===== src/rtl/nx_token_pkg.sv =====
// Shared types and constants for the outbound-channel token arbiter.
// Latency: n/a (declarations only).
// Backpressure: n/a.
package nx_token_pkg;

  // Arbiter control state: WAIT = no owner, HOLD = one node owns the channel.
  typedef enum logic {
    WAIT = 1'b0,
    HOLD = 1'b1
  } token_state_t;

  // Width of the wrapping grant counter when the instantiator does not override it.
  localparam int NX_TOKEN_DEFAULT_COUNT_WIDTH = 16;

endpackage : nx_token_pkg


===== src/rtl/nx_rr_pick.sv =====
// Cyclic priority search: first set request bit at or after start_i, wrapping.
// Latency: purely combinational, zero cycles.
// Backpressure: none; the caller decides whether to act on found_o.
module nx_rr_pick
  import nx_token_pkg::*;
#(
  parameter int NODES     = 4,
  parameter int IDX_WIDTH = $clog2(NODES)
) (
  input  logic [NODES-1:0]     req_i,
  input  logic [IDX_WIDTH-1:0] start_i,
  output logic                 found_o,
  output logic [IDX_WIDTH-1:0] idx_o
);

  int pos;

  // Scan offsets from farthest to nearest so the nearest request from start_i wins.
  always_comb begin
    found_o = 1'b0;
    idx_o   = '0;
    pos     = 0;
    for (int off = NODES - 1; off >= 0; off--) begin
      pos = int'(start_i) + off;
      if (pos >= NODES) begin
        pos = pos - NODES;
      end
      if (req_i[pos]) begin
        found_o = 1'b1;
        idx_o   = IDX_WIDTH'(pos);
      end
    end
  end

endmodule : nx_rr_pick


===== src/rtl/nx_token_arbiter.sv =====
// Round-robin token arbiter for a shared outbound message channel; optional idle-skip via NX_TOKEN_SKIP_IDLE_EN.
// Latency: grant one cycle after enable in WAIT; release seen in M gives next grant no earlier than M+2.
// Backpressure: the owner holds the token indefinitely until it pulses its release bit; never revoked.
module nx_token_arbiter
  import nx_token_pkg::*;
#(
  parameter int NODES       = 4,
  parameter int IDX_WIDTH   = $clog2(NODES),
  parameter int COUNT_WIDTH = NX_TOKEN_DEFAULT_COUNT_WIDTH
) (
  input  logic                   clk_i,
  input  logic                   rst_i,
  input  logic                   enable_i,
  input  logic [NODES-1:0]       node_idle_i,
  input  logic [NODES-1:0]       token_release_i,
  output logic [NODES-1:0]       token_grant_o,
  output logic                   holding_o,
  output logic [IDX_WIDTH-1:0]   holder_o,
  output logic                   idle_o,
  output logic                   error_o,
  output logic [COUNT_WIDTH-1:0] grant_count_o
);

  token_state_t           state_q, state_d;
  logic [NODES-1:0]       grant_q, grant_d;
  logic                   holding_q, holding_d;
  logic [IDX_WIDTH-1:0]   holder_q, holder_d;
  logic [IDX_WIDTH-1:0]   ptr_q, ptr_d;
  logic                   error_q, error_d;
  logic [COUNT_WIDTH-1:0] count_q, count_d;

  logic                   cand_found;
  logic [IDX_WIDTH-1:0]   cand_idx;
  logic [NODES-1:0]       holder_mask;
  logic [IDX_WIDTH-1:0]   ptr_next;

`ifdef NX_TOKEN_SKIP_IDLE_EN
  logic [NODES-1:0] busy_vec;

  assign busy_vec = ~node_idle_i;

  // Idle nodes are skipped; nothing is granted when every node is idle.
  nx_rr_pick #(
    .NODES     (NODES),
    .IDX_WIDTH (IDX_WIDTH)
  ) u_pick (
    .req_i   (busy_vec),
    .start_i (ptr_q),
    .found_o (cand_found),
    .idx_o   (cand_idx)
  );
`else
  // Strict rotation: every node gets the token in turn, busy or not.
  assign cand_found = 1'b1;
  assign cand_idx   = ptr_q;
`endif

  // Release bits that may legally be set: only the current holder's.
  always_comb begin
    holder_mask           = '0;
    holder_mask[holder_q] = 1'b1;
  end

  // Rotation pointer after the holder releases; wraps from the last node to 0.
  always_comb begin
    ptr_next = '0;
    if (holder_q != IDX_WIDTH'(NODES - 1)) begin
      ptr_next = holder_q + IDX_WIDTH'(1);
    end
  end

  // Next-state logic: grant in WAIT, wait for the holder's release in HOLD, flag stray releases.
  always_comb begin
    state_d   = state_q;
    grant_d   = '0;
    holding_d = holding_q;
    holder_d  = holder_q;
    ptr_d     = ptr_q;
    error_d   = error_q;
    count_d   = count_q;
    case (state_q)
      WAIT: begin
        // Nobody owns the token, so any release is a protocol violation.
        if (|token_release_i) begin
          error_d = 1'b1;
        end
        if (enable_i && cand_found) begin
          grant_d[cand_idx] = 1'b1;
          holder_d          = cand_idx;
          holding_d         = 1'b1;
          count_d           = count_q + COUNT_WIDTH'(1);
          state_d           = HOLD;
        end
      end
      HOLD: begin
        // Non-holder release bits are flagged but otherwise ignored.
        if (|(token_release_i & ~holder_mask)) begin
          error_d = 1'b1;
        end
        // enable_i is deliberately not consulted: the token is never revoked.
        if (token_release_i[holder_q]) begin
          holding_d = 1'b0;
          ptr_d     = ptr_next;
          state_d   = WAIT;
        end
      end
      default: begin
        state_d = WAIT;
      end
    endcase
  end

  // State and registered outputs; reset wins over everything, including a held token.
  always_ff @(posedge clk_i) begin
    if (rst_i) begin
      state_q   <= WAIT;
      grant_q   <= '0;
      holding_q <= 1'b0;
      holder_q  <= '0;
      ptr_q     <= '0;
      error_q   <= 1'b0;
      count_q   <= '0;
    end else begin
      state_q   <= state_d;
      grant_q   <= grant_d;
      holding_q <= holding_d;
      holder_q  <= holder_d;
      ptr_q     <= ptr_d;
      error_q   <= error_d;
      count_q   <= count_d;
    end
  end

  assign token_grant_o = grant_q;
  assign holding_o     = holding_q;
  assign holder_o      = holder_q;
  assign error_o       = error_q;
  assign grant_count_o = count_q;

  // Quiescent only when no owner, no grant in flight, and every node reports idle.
  assign idle_o = (state_q == WAIT) && !(|grant_q) && (&node_idle_i);

endmodule : nx_token_arbiter


===== config.mk =====
export PLATFORM = sky130hd
export DESIGN_NAME = nx_token_arbiter
export DESIGN_NICKNAME = d
export VERILOG_FILES = /design/src/rtl/nx_token_pkg.sv /design/src/rtl/nx_rr_pick.sv /design/src/rtl/nx_token_arbiter.sv
export SDC_FILE = /design/constraint.sdc
export NUM_CORES = 1
export LEC_CHECK = 0
export ABC_AREA = 1
export ABC_CLOCK_PERIOD_IN_PS = 2800
export BUFFER_PORTS_ARGS = -buffer_cell sky130_fd_sc_hd__buf_2
export CAP_MARGIN = 20
export CORE_MARGIN = 10
export CORE_UTILIZATION = 30
export CTS_BUF_LIST = sky130_fd_sc_hd__clkbuf_16
export DETAILED_ROUTE_END_ITERATION = 8
export SYNTH_ARGS = -nofsm -noshare
export SYNTH_HDL_FRONTEND = slang
export SYNTH_SLANG_ARGS = --single-unit

===== constraint.sdc =====
create_clock -name clk_i -period 2.8 [get_ports clk_i]
set_input_delay 0.14 -clock clk_i [delete_from_list [all_inputs] [get_ports clk_i]]
set_output_delay 0.14 -clock clk_i [all_outputs]
set_load 0.03 [all_outputs]

==> run metrics <==
setup bufs post-CTS 0; clk root buf clkbuf_16; HPWL Detailed about 2500 µm; FF+latch count, synth 27; Clk Latency, worst-skew pair 260 ps; origin of the critical flop-to-flop path grant_count_o[1]; NumNets Final 244; startpoint types register; Slew headroom 68.3%; Placed Cells 275; Cell Area, Synth between 0.001 and 0.0015 mm²; Setup CP Type reg2out; Most used DFF post-synth dfxtp_1; die extent in x slightly below 90 µm; DRC violations left 0; area added between synthesis and finish 22.1%; post-route ant nets 0; Peak VDD IR 287 µV; Worst Path Buf+Inv 1; worst slew pin tran 473 ps; clk slew on worst S/H paths ~70 ps; DR vias 1273; Leak about 0.76 nW; all-layer global routing usage 8.49%; Setup crit start state_q; Critical Path Slowest Stage Cell dfxtp_1; CTS tree built; CP delay by family, top flip-flops; clock skew ~3.2 ps; first-pass GRT wire length ~5400 µm; Worst EP required 2660 ps; CP max stage delay 420 ps; CTS H-tree depth 1; Pins Over Slew Limit 0; maximum fanout along the worst path 9; R2R Setup Slk 1500 ps; row count 24; WL final 3140 µm; port bufs 35; die area 0.00768 mm²; Via-to-Cell Ratio 4.56; cells traversed along the worst timing path nor4_1, buf_2; drt wl/cell 11.3 µm; most common cell after layout, fill and taps aside nand2_1; CTS resizes 0; Ports 36; worst r2r dst grant_count_o[10]; Async SR Flop Fraction 0%; vias in the first global route 1175; final hold violation count 0; max_cap viols 0; fmax 0.740 GHz; initial DRC count 45; fin crit share 48.3%; post-synthesis sequential area ratio 39.4%; diode count 0; gpl congestion 0.776; EDFF count, synth 0; total CTS buffers 3; min cycle time layout 1350 ps; Mapped Nets 206; Worst setup EP type output pin; layout cells sized above 1 22.0%; Hold Crit Depth 2; setup TNS 0 ps; # setup viols final 0; core region area ~0.0044 mm²; distinct cell type count of the synthesized netlist 29; unrepaired setup endpoints after global routing no; Hold WC Path Type in2reg; Die Y roughly 90 µm; clk sinks 27; hold_buf cts 0; Synth Instances 190; TritonRoute pass-1 iters 4; highest-count cells in the layout ignoring fill and taps 40 x nand2_1, 35 x buf_2, 32 x nor2_1; Fillers 461; cells on worst reg2reg path 6; largest net degree at the start of global routing 20; status completed; Cell Count, Final, Fillers Out between 200 and 300; Hold Path Origin rst_i; Ys Warns 0; antenna violations before repair 0; Initial Utilization 31.3%; power density over cell area 499 mW/mm²; CTS Buffer Depth 2; gr ovfl total 0; Worst EP arrival 1210 ps; hold path endpoint grant_count_o[9]; syn_area_per_cell ~7.2 µm²
[state kept, by name (all words and copies together), names as in the netlist]
name	count
token_grant_o	4
holding_o	1
holder_o	2
grant_count_o	16
error_o	1
state_q	1
cand_idx	2
[stage by stage]
step / hold slack [ps] / total power, mW / area [µm²] / util, % / setup slack [ps]
after floorplan: 212 / 0.498 / 1370 / - / 1160
after global placement: 402 / 0.529 / 1600 / 36.4 / 1540
after detailed placement: 405 / 0.530 / 1600 / 36.4 / 1510
after CTS: 130 / 0.848 / 1670 / 38.2 / 1430
after global routing: 147 / 0.880 / 1670 / 38.2 / 1320
final: 127 / 0.836 / 1670 / 38.2 / 1450
[cell usage after synthesis, types with 2 or more instances]
library cell / n / area [µm²]
a21oi_1: 12 / 60.1
nor2_1: 32 / 120
nand2_1: 40 / 150
nand4_1: 3 / 18.8
nand3b_1: 2 / 15.0
ha_1: 5 / 62.6
clkinv_1: 2 / 7.51
nand3_1: 12 / 60.1
nor3_1: 6 / 30.0
inv_1: 21 / 78.8
o21ai_0: 9 / 45.0
nor2_4: 3 / 33.8
dfxtp_1: 27 / 541
[layout make-up]
type	instances	area, µm²	share of cell area (%)
Clock buffer	3	75.1	4.48
Clock inverter	1	3.75	0.224
Inverter	26	110	6.58
Multi-Input combinational cell	135	704	42.1
Sequential cell	27	541	32.3
Tap cell	52	65.1	3.89
Timing Repair Buffer	35	175	10.5
[worst max-delay path by stage]
stage                         to  cells after the start  slack (ps)
3_3_place_gp   grant_count_o[10]                      6        1540
6_report                  idle_o                      2        1450
3_5_place_dp   grant_count_o[10]                      6        1510
5_1_grt        grant_count_o[12]                      7        1320
4_1_cts                   idle_o                      2        1430
2_1_floorplan             idle_o                      3        1160
[layer usage]
metal	GRT usage, %	share of wire (%)	vias to the layer above
met1	10.5	47	559
li1	-	-	680
met4	2.61	0.86	0
met2	12.9	42	32
met3	3.90	9.6	2
met5	0	0	-
[cell families (layout without fill, tap and decap cells)]
group | Yosys count | after routing | synth area share, %
fa+ha+maj | 5 | 5 | 4.56
xor+xnor | 1 | 1 | 0.639
flops | 27 | 27 | 39.4
buf+inv | 28 | 65 | 9.22
compound gates | 24 | 24 | 9.49
simple gates | 105 | 105 | 36.7
[where the power goes]
group / switching, mW / leakage, nW / internal [mW]
combinational: 0.0713 / 0.500 / 0.0343
clock: 0.126 / 0.0423 / 0.191
sequential: 0.0155 / 0.220 / 0.398
(Power assumes the default switching activity.)
